[src/rtl/mem_responder.sv]
// Memory-side responder: 240-byte RAM plus switch/LED/HEX registers at 0xF0-0xF4,
// one response per accepted request after WAIT_CYCLES extra cycles.
module mem_responder #(
  parameter int unsigned WAIT_CYCLES = 1,
  parameter string       INIT_FILE   = ""
) (
  input  logic       CLOCK_50,
  input  logic       resetn,
  input  logic       req_valid,
  input  logic       req_write,
  input  logic [7:0] req_addr,
  input  logic [7:0] req_wdata,
  output logic       req_ready,
  output logic       rsp_valid,
  output logic [7:0] rsp_rdata,
  output logic       rsp_err,
  input  logic [9:0] sw_in,
  output logic [9:0] led_out,
  output logic [7:0] hex_out
);

  typedef enum logic [1:0] {
    S_IDLE,
    S_WAIT,
    S_ACCESS,
    S_RESP
  } state_t;

  localparam logic [3:0] LP_WAIT = 4'(WAIT_CYCLES);

  state_t     r_state;
  logic [3:0] r_cnt;
  logic       r_write;
  logic [7:0] r_addr;
  logic [7:0] r_wdata;
  logic       r_rsp_valid;
  logic [7:0] r_rsp_rdata;
  logic       r_rsp_err;
  logic [9:0] r_sw_s1;
  logic [9:0] r_sw_s2;
  logic [9:0] r_led;
  logic [7:0] r_hex;
  logic [7:0] r_mem [0:239];

  logic       w_ram_hit;
  logic       w_ram_we;
  logic [7:0] w_rdata;
  logic       w_err;
  logic       w_led_lo_we;
  logic       w_led_hi_we;
  logic       w_hex_we;

  assign w_ram_hit = (r_addr < 8'hF0);
  assign w_ram_we  = (r_state == S_ACCESS) && r_write && w_ram_hit;

  always_comb begin
    w_rdata     = 8'h00;
    w_err       = 1'b0;
    w_led_lo_we = 1'b0;
    w_led_hi_we = 1'b0;
    w_hex_we    = 1'b0;
    unique case (1'b1)
      w_ram_hit: begin
        w_rdata = r_mem[r_addr];
      end
      (r_addr == 8'hF0): begin
        w_rdata = r_sw_s2[7:0];
        w_err   = r_write;
      end
      (r_addr == 8'hF1): begin
        w_rdata = {6'b0, r_sw_s2[9:8]};
        w_err   = r_write;
      end
      (r_addr == 8'hF2): begin
        w_rdata     = r_led[7:0];
        w_led_lo_we = r_write;
      end
      (r_addr == 8'hF3): begin
        w_rdata     = {6'b0, r_led[9:8]};
        w_led_hi_we = r_write;
      end
      (r_addr == 8'hF4): begin
        w_rdata  = r_hex;
        w_hex_we = r_write;
      end
      default: begin
        w_err = 1'b1;
      end
    endcase
  end

  // RAM is deliberately outside the reset domain so contents survive reset.
  always_ff @(posedge CLOCK_50) begin
    if (w_ram_we) begin
      r_mem[r_addr] <= r_wdata;
    end
  end

  always_ff @(posedge CLOCK_50 or negedge resetn) begin
    if (!resetn) begin
      r_state     <= S_IDLE;
      r_cnt       <= 4'd0;
      r_write     <= 1'b0;
      r_addr      <= 8'h00;
      r_wdata     <= 8'h00;
      r_rsp_valid <= 1'b0;
      r_rsp_rdata <= 8'h00;
      r_rsp_err   <= 1'b0;
      r_sw_s1     <= 10'h000;
      r_sw_s2     <= 10'h000;
      r_led       <= 10'h000;
      r_hex       <= 8'h00;
    end else begin
      r_sw_s1 <= sw_in;
      r_sw_s2 <= r_sw_s1;
      case (r_state)
        S_IDLE: begin
          r_rsp_valid <= 1'b0;
          if (req_valid) begin
            r_write <= req_write;
            r_addr  <= req_addr;
            r_wdata <= req_wdata;
            r_cnt   <= LP_WAIT;
            r_state <= (LP_WAIT == 4'd0) ? S_ACCESS : S_WAIT;
          end
        end
        S_WAIT: begin
          r_cnt <= r_cnt - 4'd1;
          if (r_cnt <= 4'd1) begin
            r_state <= S_ACCESS;
          end
        end
        S_ACCESS: begin
          r_rsp_valid <= 1'b1;
          r_rsp_rdata <= r_write ? 8'h00 : w_rdata;
          r_rsp_err   <= w_err;
          if (w_led_lo_we) begin
            r_led[7:0] <= r_wdata;
          end
          if (w_led_hi_we) begin
            r_led[9:8] <= r_wdata[1:0];
          end
          if (w_hex_we) begin
            r_hex <= r_wdata;
          end
          r_state <= S_RESP;
        end
        S_RESP: begin
          r_rsp_valid <= 1'b0;
          r_state     <= S_IDLE;
        end
        default: begin
          r_rsp_valid <= 1'b0;
          r_state     <= S_IDLE;
        end
      endcase
    end
  end

  assign req_ready = (r_state == S_IDLE);
  assign rsp_valid = r_rsp_valid;
  assign rsp_rdata = r_rsp_rdata;
  assign rsp_err   = r_rsp_err;
  assign led_out   = r_led;
  assign hex_out   = r_hex;

endmodule

[config.mk]
export PLATFORM = sky130hd
export DESIGN_NAME = mem_responder
export DESIGN_NICKNAME = d
export VERILOG_FILES = /design/src/rtl/mem_responder.sv
export SDC_FILE = /design/constraint.sdc
export NUM_CORES = 2
export LEC_CHECK = 0
export ABC_AREA = 1
export BUFFER_PORTS_ARGS = -buffer_cell sky130_fd_sc_hd__buf_2
export CORE_MARGIN = 4
export CORE_UTILIZATION = 40
export CTS_CLUSTER_DIAMETER = 50
export CTS_CLUSTER_SIZE = 40
export DETAILED_ROUTE_END_ITERATION = 7
export GPL_TIMING_DRIVEN = 0
export SYNTH_ARGS = -nofsm -noshare
export SYNTH_HDL_FRONTEND = slang
export SYNTH_SLANG_ARGS = --single-unit
[constraint.sdc]
create_clock -name CLOCK_50 -period 5.3 [get_ports CLOCK_50]
set_input_delay 1.06 -clock CLOCK_50 [delete_from_list [all_inputs] [get_ports CLOCK_50]]
set_output_delay 1.06 -clock CLOCK_50 [all_outputs]
set_load 0.05 [all_outputs]
After elaboration in Yosys (flattened, before gate mapping):

Memories as Yosys holds them, arrays and structs flattened.
Index checks and enable logic that the tools add are counted.

* bits in registers: 71
* bits in writable memories: 1920
* output and inout port bits: 29
* word-level logic and storage cells: 55
* memories: 1

* $add $sub $neg: 1
* order comparisons: 2
* eq/ne operators: 10
* muxes and demuxes: 14
* reductions and logical operators: 14

Memories
* r_mem: depth 240, width 8, rd ports 1, clocked after Yosys merged registers in 0, write ports 1, line 43 `logic [7:0] r_mem [0:239];`

Operators with widths (number)
* $pmux W8 S6: 1
* $eq A8 B8 Y1 const B: 5
* $reduce_and A2 Y1: 6
* $lt A8 B8 Y1 const B: 1
* $mux W8: 1
* $pmux W2 S4: 1
* $pmux W4 S2: 1
* $mux W1: 5
* $eq A2 B2 Y1 const B: 2
* $le A4 B1 Y1 const B: 1
* $mux W2: 2
* $mux W4: 1
* $ne A2 B2 Y1 const B: 2
* $pmux W1 S2: 2
* $reduce_bool A2 Y1: 2
* $reduce_or A2 Y1: 2
* $reduce_or A4 Y1: 1
* $sub A4 B1 Y4 const B: 1
* $eq A2 B1 Y1 const B: 1
* $logic_and A1 B1 Y1: 2
* $logic_not A2 Y1: 1

Logic depth before layout (Yosys ltp):

* depth in word-level cells: 5
* mapped depth: 21
* mapped depth without buffers: 17

Worst setup path before layout:

OpenSTA, ideal clock, no wires.

* path type: flip-flop to flip-flop
* start point: reg r_wdata[0]
* end point: mem r_mem[0][0], data pin
* library setup time: 0.766 ns
* arrival time: 3.003 ns
* data required time: 4.534 ns
* setup slack: 1.531 ns
* cell stages (with the launch flop): 1
* clock period less this slack: 3.769 ns
* cells stage by stage: dfrtp_1

RTL lines
* start: declaration: line 35 `logic [7:0] r_wdata;`
* start signal: assignment: line 122 `r_wdata <= req_wdata;`
* end: declaration: line 43

No word-level cell before the write port.

Worst setup path after layout:

* start point: reg r_addr[2]
* end point: mem r_mem[165][2], enable pin

* word-level cells in the longest chain between the ends: 4

Ends and longest elaborated chain
* start: declaration: line 34 `logic [7:0] r_addr;`
* start signal: assignment: line 121 `r_addr <= req_addr;`
* $lt A8 B8 Y1: line 53 `assign w_ram_hit = (r_addr < 8'hF0);`
* $logic_and A1 B1 Y1: line 54 `assign w_ram_we = (r_state == S_ACCESS) && r_write && w_ram_hit;`
* $mux W1: line 94 `if (w_ram_we) begin`
* $mux W1 (not written as such): line 95 `r_mem[r_addr] <= r_wdata;`

Parallel ways exist; a longest one is shown, timed or not.

==> flow_summary.toml <==
[outcome]
status = "finished, violations left"
violations = "max-capacitance violations, max-slew violations"

[timing]
relSlewSlack_pct = -3.56
post-route-period-util_pct = 96.0
rsz0062_at_grt = "false"
finalCriticalPeriod_ns = 5.09
maxSlewViolCount = 11
hold_violations = 0
fin_skew_ns = 0.0294
setup_violations = 0
fmax_mhz = 197
tightest_slew_ns = 1.55
setup_ws_ns = 0.213

[grt]
grt_pass1_vias = 53500
grt_pass1_wl_um = 384000
grt_antenna_before_repair = 12
grt_max_degree = 79
grt_usage_pct = 25.4
grt.overflow.total = 0

[cts]
clock_path_buffers = 3
h-tree-depth = 4
clkSinkCount = 1991
cts.repair.resized = 0
path_clk_slew_ns = 0.07
cts_tree = "done"
cts_setup_buffers = 0
cts_made_buffers = 168
insertion_delay_ns = 0.86
cts_hold_buffers = 0
clockRootBuffer = "clkbuf_16"

[hold_path]
holdPathStages = 1
min_from = "sw_in[5]"
min_to = "r_sw_s1[5]"
hold_path_class = "in2reg"

[route]
drc = 0
dr.pass1.iters = 7
wl_um = 273000
ant_nets = 0
via_per_inst = 5.38
vias = 57100
drt_iter0_markers = 7877
wire_per_inst_um = 25.7

[placed_design]
pre_cts_slack_ns = 0.398
placed_area_um2 = 85800
dp_hpwl_um = 188000
port_buffers = 58
place_congestion = 0.969

[cells_and_area]
area_growth_syn_to_layout_pct = 12.6
finalNetCount = 7836
fin_area_um2 = 91600
layout-drive-gt1-share_pct = 7.55

[worst_setup_path]
cpPeakStageDelay_ns = 1.02
cp-end-kind = "flop"
path_buf_inv = 4
crit_chain = "inv_1, nor2_1, buf_2, buf_2, nand2_1, clkbuf_2, nor2_1"
crit_fanout = 10
reg2reg_slack_ns = 0.21
reg2reg_from = "r_addr[2]"
worstSetupPathType = "reg2reg"
crit_family = "simple AND/OR/NAND/NOR gates"
cp_data_arrival_time_ns = 5.55
r2r-end = "r_mem[165][2]"
required_ns = 5.76
cp_slowest_cell = "nor2_1"
reg2regPathDepth = 7
cp-start-kind = "flop"

[floorplan]
dieArea_um2 = 211000
rows = 165
die_y_um = 459
start_util_pct = 40.2
die_w_um = 459
core_um2 = 202000
ios = 59

[power]
power_leakage_nw = 35.5
ir_drop_mv = 0.374
power_per_cell_area_nw_per_um2 = 573

[synth]
synthesis.area_um2 = 81400
yosys_warnings = 0
yosys_register_bits = 1991
syn_avg_cell_area_um2 = 10.8
ys_seq_area_share_pct = 73.0
synthCells = 7545
ys_types = 32
synth_nets = 7581

[run]
max-cap-violations = 1
==> final cells by class <==
class / instances / area [um2]
antenna: 3 / 7.51
buffer: 383 / 1730
clock buffer: 174 / 4240
clock inverter: 138 / 1580
fill: 18800 / 111000
inverter: 41 / 156
multi-input combinational: 5130 / 20100
sequential: 1991 / 59500
tap: 2672 / 3340
timing repair buffer: 85 / 1000
==> cells in the mapped netlist <==
cell	number	area share (%)
buf_6	7	0.097
and3_1	1	0.0077
o21ai_0	46	0.28
inv_2	3	0.014
mux2_2	1	0.014
buf_1	40	0.18
buf_2	166	1.0
ha_1	6	0.092
nor2_4	3	0.041
a211oi_1	1	0.0092
nand4_1	67	0.51
inv_4	1	0.0077
nand3_1	138	0.85
buf_4	3	0.028
o211ai_1	1	0.0092
nand2_1	4199	19
a21oi_1	33	0.20
dfrtp_1	71	2.2
edfxtp_1	1920	71
nor2_1	533	2.5
nor2_2	3	0.023
nor3_1	9	0.055
a22oi_1	64	0.59
o21ai_1	11	0.068
inv_1	34	0.16
clkinv_1	3	0.014
nand2_2	2	0.015
a21o_1	1	0.0092
clkbuf_1	167	0.77
a22o_1	7	0.075
o22ai_1	3	0.023
a221oi_1	1	0.011
==> cell families (layout without fill, tap and decap cells) <==
group           count (synthesis)  in the layout  synth area share (%)
compound gates                168            168                  1.28
fa+ha+maj                       6              6                0.0922
buf+inv                       424            821                  2.29
flops                        1991           1991                  73.0
mux                             1              1                0.0138
other cells                     0              3                     0
simple gates                 4955           4955                  23.3
==> layer usage <==
metal	up-vias	part of all wire, %	GRT usage, %
met1	27800	39	34.5
met2	3136	45	39.3
met3	592	10	5.32
li1	25500	-	-
met5	-	0.0026	0
met4	2	5.2	11.8
==> worst reg2reg max path: stages (launching register included) <==
cell	delay [ns]
dfrtp_1	0.40
inv_1	0.08
nor2_1	1.02
buf_2	0.70
buf_2	0.39
nand2_1	0.52
clkbuf_2	0.70
nor2_1	0.91
==> how the worst max path moves through the flow <==
stage	start	end	slack (ns)	cells past startpoint
after floorplan	r_wdata[0]	r_mem[0][0]	1.53	0
after global placement	r_wdata[5]	r_mem[77][5]	-3.45	0
after detailed placement	r_addr[2]	r_mem[110][2]	0.40	7
after CTS	r_addr[2]	r_mem[110][2]	0.36	7
after global routing	r_addr[2]	r_mem[110][2]	0.19	7
final	r_addr[2]	r_mem[165][2]	0.21	7
==> power breakdown <==
group	internal [mW]	switching, mW	leakage (nW)	total, mW
clock	6.66	6.47	2.82	13.1
combinational	4.11	15.3	14.7	19.4
sequential	19.4	0.579	17.9	20.0
total	30.2	22.4	35.5	52.6
==> stage by stage <==
| stage | util (%) | setup TNS (ns) | hold slack, ns | power [mW] | std cells |
|---|---|---|---|---|---|
| global placement | 42.0 | -6057.71 | 0.334 | 38.7 | 10300 |
| CTS | 45.3 | 0 | 0.285 | 52.1 | 10600 |
| global route | 45.3 | 0 | 0.300 | 54.4 | 10600 |
| floorplan | - | 0 | 0.331 | 30.1 | 7545 |
| detailed placement | 42.4 | 0 | 0.336 | 39.1 | 10300 |
| finish | 45.3 | 0 | 0.322 | 52.6 | 10600 |
==> sequential cells by signal (all words and copies together) (netlist names) <==
signal,cells
r_mem,1920
led_out,10
r_sw_s1,10
r_sw_s2,10
hex_out,8
r_addr,8
r_wdata,8
rsp_rdata,8
r_cnt,4
r_state,2
r_write,1
rsp_err,1
rsp_valid,1
==> layout by cell type (no fill, tap or decap), types with 10 or more instances in the layout <==
cell type and instances:
inv_1 34, nand2_1 4199, a22oi_1 64, clkbuf_1 156, inv_8 20, clkinv_4 20
o21ai_0 46, buf_1 40, buf_16 24, clkbuf_16 168, clkbuf_2 16, nand4_1 67
nor2_1 532, clkinv_2 11, clkinvlp_4 13, clkinv_8 17, bufinv_16 10, edfxtp_1 1920
buf_2 223, a21oi_1 33, nand3_1 138, clkinv_1 11, inv_6 31, o21ai_1 11
dfrtp_1 63
Power figures use the tool's default switching activity.
